## src/rtl/shift_serial_ctrl.sv

```systemverilog
// Shares one external right-shift register between two requesters and streams each word LSB-first.
// Define ARB_RR_EN for round-robin arbitration; otherwise requester 0 has fixed priority.
module shift_serial_ctrl #(
    parameter int WIDTH = 4
) (
    input  logic             clk_i,
    input  logic             rst_i,
    input  logic             req0_valid_i,
    input  logic [WIDTH-1:0] req0_data_i,
    output logic             req0_ready_o,
    input  logic             req1_valid_i,
    input  logic [WIDTH-1:0] req1_data_i,
    output logic             req1_ready_o,
    output logic             sr_load_o,
    output logic             sr_shift_o,
    output logic [WIDTH-1:0] sr_data_o,
    input  logic [WIDTH-1:0] sr_q_i,
    output logic             ser_bit_o,
    output logic             ser_valid_o,
    output logic             ser_last_o,
    output logic             grant_id_o,
    output logic             busy_o,
    output logic             done_o
);

    localparam int CNT_W = $clog2(WIDTH);
    localparam logic [CNT_W-1:0] LAST_CNT = CNT_W'(WIDTH - 1);

    typedef enum logic [1:0] {IDLE, LOAD, SHIFT, DONE} state_t;

    state_t           state_q, state_d;
    logic [CNT_W-1:0] cnt_q, cnt_d;
    logic [WIDTH-1:0] word_q, word_d;
    logic             grant_q, grant_d;
    logic             pick1;
    logic             accept;

`ifdef ARB_RR_EN
    logic last_grant_q, last_grant_d;

    // On a tie the requester that did not win last time goes first.
    always_comb begin
        pick1 = req1_valid_i && (!req0_valid_i || !last_grant_q);
    end
`else
    always_comb begin
        pick1 = req1_valid_i && !req0_valid_i;
    end
`endif

    assign accept       = !rst_i && (state_q == IDLE) && (req0_valid_i || req1_valid_i);
    assign req0_ready_o = accept && !pick1;
    assign req1_ready_o = accept && pick1;

    always_comb begin
        state_d = state_q;
        cnt_d   = cnt_q;
        word_d  = word_q;
        grant_d = grant_q;
`ifdef ARB_RR_EN
        last_grant_d = last_grant_q;
`endif
        case (state_q)
            IDLE: begin
                if (accept) begin
                    word_d  = pick1 ? req1_data_i : req0_data_i;
                    grant_d = pick1;
`ifdef ARB_RR_EN
                    last_grant_d = pick1;
`endif
                    state_d = LOAD;
                end
            end
            LOAD: begin
                cnt_d   = '0;
                state_d = SHIFT;
            end
            SHIFT: begin
                cnt_d = cnt_q + 1'b1;
                if (cnt_q == LAST_CNT) begin
                    state_d = DONE;
                end
            end
            DONE: begin
                state_d = IDLE;
            end
            default: begin
                state_d = IDLE;
            end
        endcase
    end

    always_ff @(posedge clk_i) begin
        if (rst_i) begin
            state_q <= IDLE;
            cnt_q   <= '0;
            word_q  <= '0;
            grant_q <= 1'b0;
`ifdef ARB_RR_EN
            last_grant_q <= 1'b1;
`endif
        end else begin
            state_q <= state_d;
            cnt_q   <= cnt_d;
            word_q  <= word_d;
            grant_q <= grant_d;
`ifdef ARB_RR_EN
            last_grant_q <= last_grant_d;
`endif
        end
    end

    // ser_bit reads the register's LSB before this cycle's shift takes effect.
    assign sr_load_o   = (state_q == LOAD);
    assign sr_shift_o  = (state_q == SHIFT);
    assign sr_data_o   = word_q;
    assign ser_valid_o = (state_q == SHIFT);
    assign ser_bit_o   = (state_q == SHIFT) && sr_q_i[0];
    assign ser_last_o  = (state_q == SHIFT) && (cnt_q == LAST_CNT);
    assign grant_id_o  = grant_q;
    assign busy_o      = (state_q != IDLE);
    assign done_o      = (state_q == DONE);

endmodule

```

## config.mk

```make
export PLATFORM = sky130hd
export DESIGN_NAME = shift_serial_ctrl
export DESIGN_NICKNAME = d
export VERILOG_FILES = /design/src/rtl/shift_serial_ctrl.sv
export SDC_FILE = /design/constraint.sdc
export NUM_CORES = 1
export LEC_CHECK = 0
export BUFFER_PORTS_ARGS = -buffer_cell sky130_fd_sc_hd__buf_2
export CAP_MARGIN = 20
export CELL_PAD_IN_SITES_DETAIL_PLACEMENT = 1
export CELL_PAD_IN_SITES_GLOBAL_PLACEMENT = 1
export CORE_UTILIZATION = 28
export CTS_BUF_LIST = sky130_fd_sc_hd__clkbuf_8
export CTS_CLUSTER_DIAMETER = 30
export CTS_CLUSTER_SIZE = 25
export DETAILED_ROUTE_END_ITERATION = 8
export PLACE_DENSITY = 0.77
export SETUP_SLACK_MARGIN = 0.02
export SLEW_MARGIN = 0
export SYNTH_ARGS = -nofsm -noshare
export SYNTH_HDL_FRONTEND = slang
export SYNTH_SLANG_ARGS = --single-unit
```

## constraint.sdc

```tcl
create_clock -name clk_i -period 1.5 [get_ports clk_i]
set_input_delay 0.225 -clock clk_i [delete_from_list [all_inputs] [get_ports clk_i]]
set_output_delay 0.225 -clock clk_i [all_outputs]
set_load 0.005 [all_outputs]
```

==> results.py <==
metrics = {
    "worst_setup_path": {
        "cpMaxStageDelayCell": "dfxtp_1",
        "setup.worst_path.start_class": "register",
        "worstReg2RegStart": "state_q[0]",
        "crit_fanout": 3,
        "r2r-end": "state_q[0]",
        "rr_worst_depth": 5,
        "cp_data_arrival_time_ns": 1.20,
        "end_kind": "output pin",
        "critPathKind": "register to output pin",
        "slowest_delay_ns": 0.31,
        "worst-r2r-setup-slack_ns": 0.15,
        "cp_cell_sequence": "inv_2 -> ha_4 -> inv_1 -> nor3_2 -> buf_2",
        "required_ns": 1.27,
    },
    "route": {
        "drt-total-wl_um": 1312,
        "first_pass_iters": 2,
        "wire_per_inst_um": 11.31,
        "vias": 532,
        "drtAntennaViolNets": 0,
        "drc_errors": 0,
        "viasPerCell": 4.586,
        "drt_iter0_drc": 4,
    },
    "grt": {
        "grt_pass1_vias": 527,
        "grt_max_degree": 13,
        "overflow": 0,
        "grt_pass1_wl_um": 2173,
        "antenna_found_initial": 0,
        "grt_use_total": 0.1526,
    },
    "worst_hold_path": {
        "min-delay-path-class": "primary input to register",
        "hp-start": "req0_data_i[1]",
        "hold_path_depth": 2,
        "hold_end": "sr_data_o[1]",
    },
    "place": {
        "post_dp_cell_area_um2": 693.2,
        "port_buffers": 26,
        "gp_congestion": 0.6485,
        "hpwl_um": 1046,
    },
    "die": {
        "top_level_ports": 30,
        "rows": 15,
        "die_area_mm2": 0.002063,
        "initial_utilization": 0.3025,
        "core_mm2": 0.001745,
        "die_w_um": 45.43,
        "die_y_um": 45.43,
    },
    "final_layout": {
        "fillers": 221,
        "synthToLayoutAreaGrowth_pct": 50.71,
        "nNetsFinal": 114,
        "drive_gt1_frac": 0.4945,
        "antenna_cells": 0,
        "stdcell_area_um2": 795.8,
        "multi_input_area_um2": 345.3,
        "utilization": 0.4559,
        "regArea_um2": 180.2,
    },
    "cts": {
        "cts_tree": "yes",
        "cts_buffer_depth": 2,
        "cts_root_buf": "clkbuf_8",
        "clkTransAtPathRegs_ns": 0.04,
        "h-tree-depth": 1,
        "cts_sinks": 9,
        "hold_buffers": 0,
        "clk_latency_ns": 0.23,
        "cts_buffers": 3,
    },
    "timing": {
        "worstMarginPinSlew_ns": 0.2194,
        "fin_crit_sh": 0.9517,
        "whs_ns": 0.2277,
        "final_max_slew_viol_count": 0,
        "fin_crit_ns": 1.428,
        "fin_skew_ns": 0.0008160,
        "maxSlewHeadroom": 0.8538,
        "finalHoldViolations": 0,
        "fmax_ghz": 0.7005,
        "grt_setup_unrepaired": "yes",
        "setup_viol": 0,
    },
    "pwr": {
        "power_mw": 1.378,
        "power.leakage_nw": 0.3950,
        "pwr_density_cell_mw_per_mm2": 1731,
        "ir_worst_vdd_mv": 0.6979,
    },
    "synthesis": {
        "synthTopCellsByArea": "dfxtp_1 (34%), ha_1 (14%), a211oi_1 (5.7%)",
        "synthArstFlopShare": 0,
        "synth_seq_cells": 9,
        "yosys.area.top_type": "dfxtp_1",
        "synth_top_area_frac": 0.3412,
        "netlist_area_um2": 528.0,
        "synth.distinct_cells": 23,
        "synth_edf_count": 0,
        "synth_seq_area_share": 0.3412,
        "ys.flop_type": "dfxtp_1",
        "synthTopCellsByCount": "dfxtp_1 (9), ha_1 (6), inv_1 (5), nor2_1 (5)",
        "yosys_warnings": 0,
        "syn_inst": 58,
        "syn_nets": 80,
        "avgSynthCellArea_um2": 9.104,
        "synth.most_common_cell": "dfxtp_1",
    },
    "flow_run": {
        "maxCapViolCount": 0,
    },
    "outcome": {
        "outcome": "completed",
    },
}
==> layout by cell type (no fill, tap or decap) <==
| cell type | instances |
|---|---|
| and2_1 | 2 |
| mux2_2 | 1 |
| buf_4 | 6 |
| nand3_1 | 1 |
| o21ai_0 | 2 |
| nor3b_1 | 1 |
| a21oi_1 | 3 |
| inv_1 | 4 |
| nor2_1 | 5 |
| ha_1 | 4 |
| o21a_1 | 2 |
| clkbuf_8 | 3 |
| nor3_2 | 2 |
| nand2b_1 | 4 |
| nand2_1 | 1 |
| dfxtp_1 | 9 |
| o22ai_1 | 1 |
| buf_2 | 26 |
| ha_4 | 2 |
| or3b_1 | 1 |
| mux2i_1 | 1 |
| a211oi_1 | 4 |
| a221o_1 | 1 |
| or3b_2 | 2 |
| inv_2 | 2 |
| a21boi_4 | 1 |
==> registers in the layout, summed over array words and instances, names as in the netlist <==
| name | cells |
|---|---|
| sr_data_o | 4 |
| state_q | 2 |
| cnt_q | 2 |
| grant_id_o | 1 |
==> per-layer routing <==
layer,share of wire,wire (um),GRT usage
met4,0.011,15,0.1091
met1,0.40,527,0.1659
met2,0.51,674,0.2657
met3,0.072,94,0.02381
met5,0,0,0
==> worst max path at each step <==
stage,start,end,slack [ns],cells after the start
CTS,state_q[1],ser_bit_o,0.03,4
finish,state_q[0],req0_ready_o,0.07,5
global placement,state_q[0],state_q[0],0.11,5
floorplan,state_q[0],state_q[0],0.05,6
detailed placement,state_q[0],state_q[0],0.08,5
global route,state_q[0],req0_ready_o,-0.007,5
==> final cells by class <==
class,instances,share of cell area
clock buffer,3,0.05189
clock inverter,1,0.004717
inverter,5,0.02358
multi-input combinational,41,0.4340
sequential,9,0.2264
tap,25,0.03931
timing repair buffer,32,0.2201
==> timing repair <==
| item | 4_1_cts | 5_1_grt |
|---|---|---|
| resized for setup | 6 | 2 |
| setup endpoints to repair | 4 | 3 |
| cloned | 0 | 0 |
| setup buffers | 0 | 3 |
| pin swaps | 3 | 1 |
==> worst max-delay path: cells and delay by family (launching register included) <==
kind	cells	cell delay, ns
buf+inv	3	0.32
flops	1	0.31
simple gates	1	0.20
fa+ha+maj	1	0.15
==> through the flow <==
stage	std cells	setup TNS [ns]	setup WS [ns]
2_1_floorplan	58	0	0.04584
3_3_place_gp	109	0	0.1054
3_5_place_dp	109	0	0.08040
4_1_cts	113	0	0.03396
5_1_grt	116	-0.006947	-0.006947
6_report	116	0	0.07239
==> report_power, final <==
part / switching (mW) / total (mW) / internal (mW)
Clock: 0.0869 / 0.264 / 0.177
Combinational: 0.363 / 0.763 / 0.400
Sequential: 0.0385 / 0.350 / 0.312
==> cell families after synthesis <==
| logic type | after synthesis | synth area share |
|---|---|---|
| adders and majority gates | 6 | 0.1422 |
| and+or+nand+nor | 19 | 0.2062 |
| muxes | 2 | 0.04028 |
| DFF | 9 | 0.3412 |
| buffers and inverters | 8 | 0.07108 |
| AOI/OAI and AO/OA | 14 | 0.1991 |
Note: power is estimated with default switching activity, not from simulation.
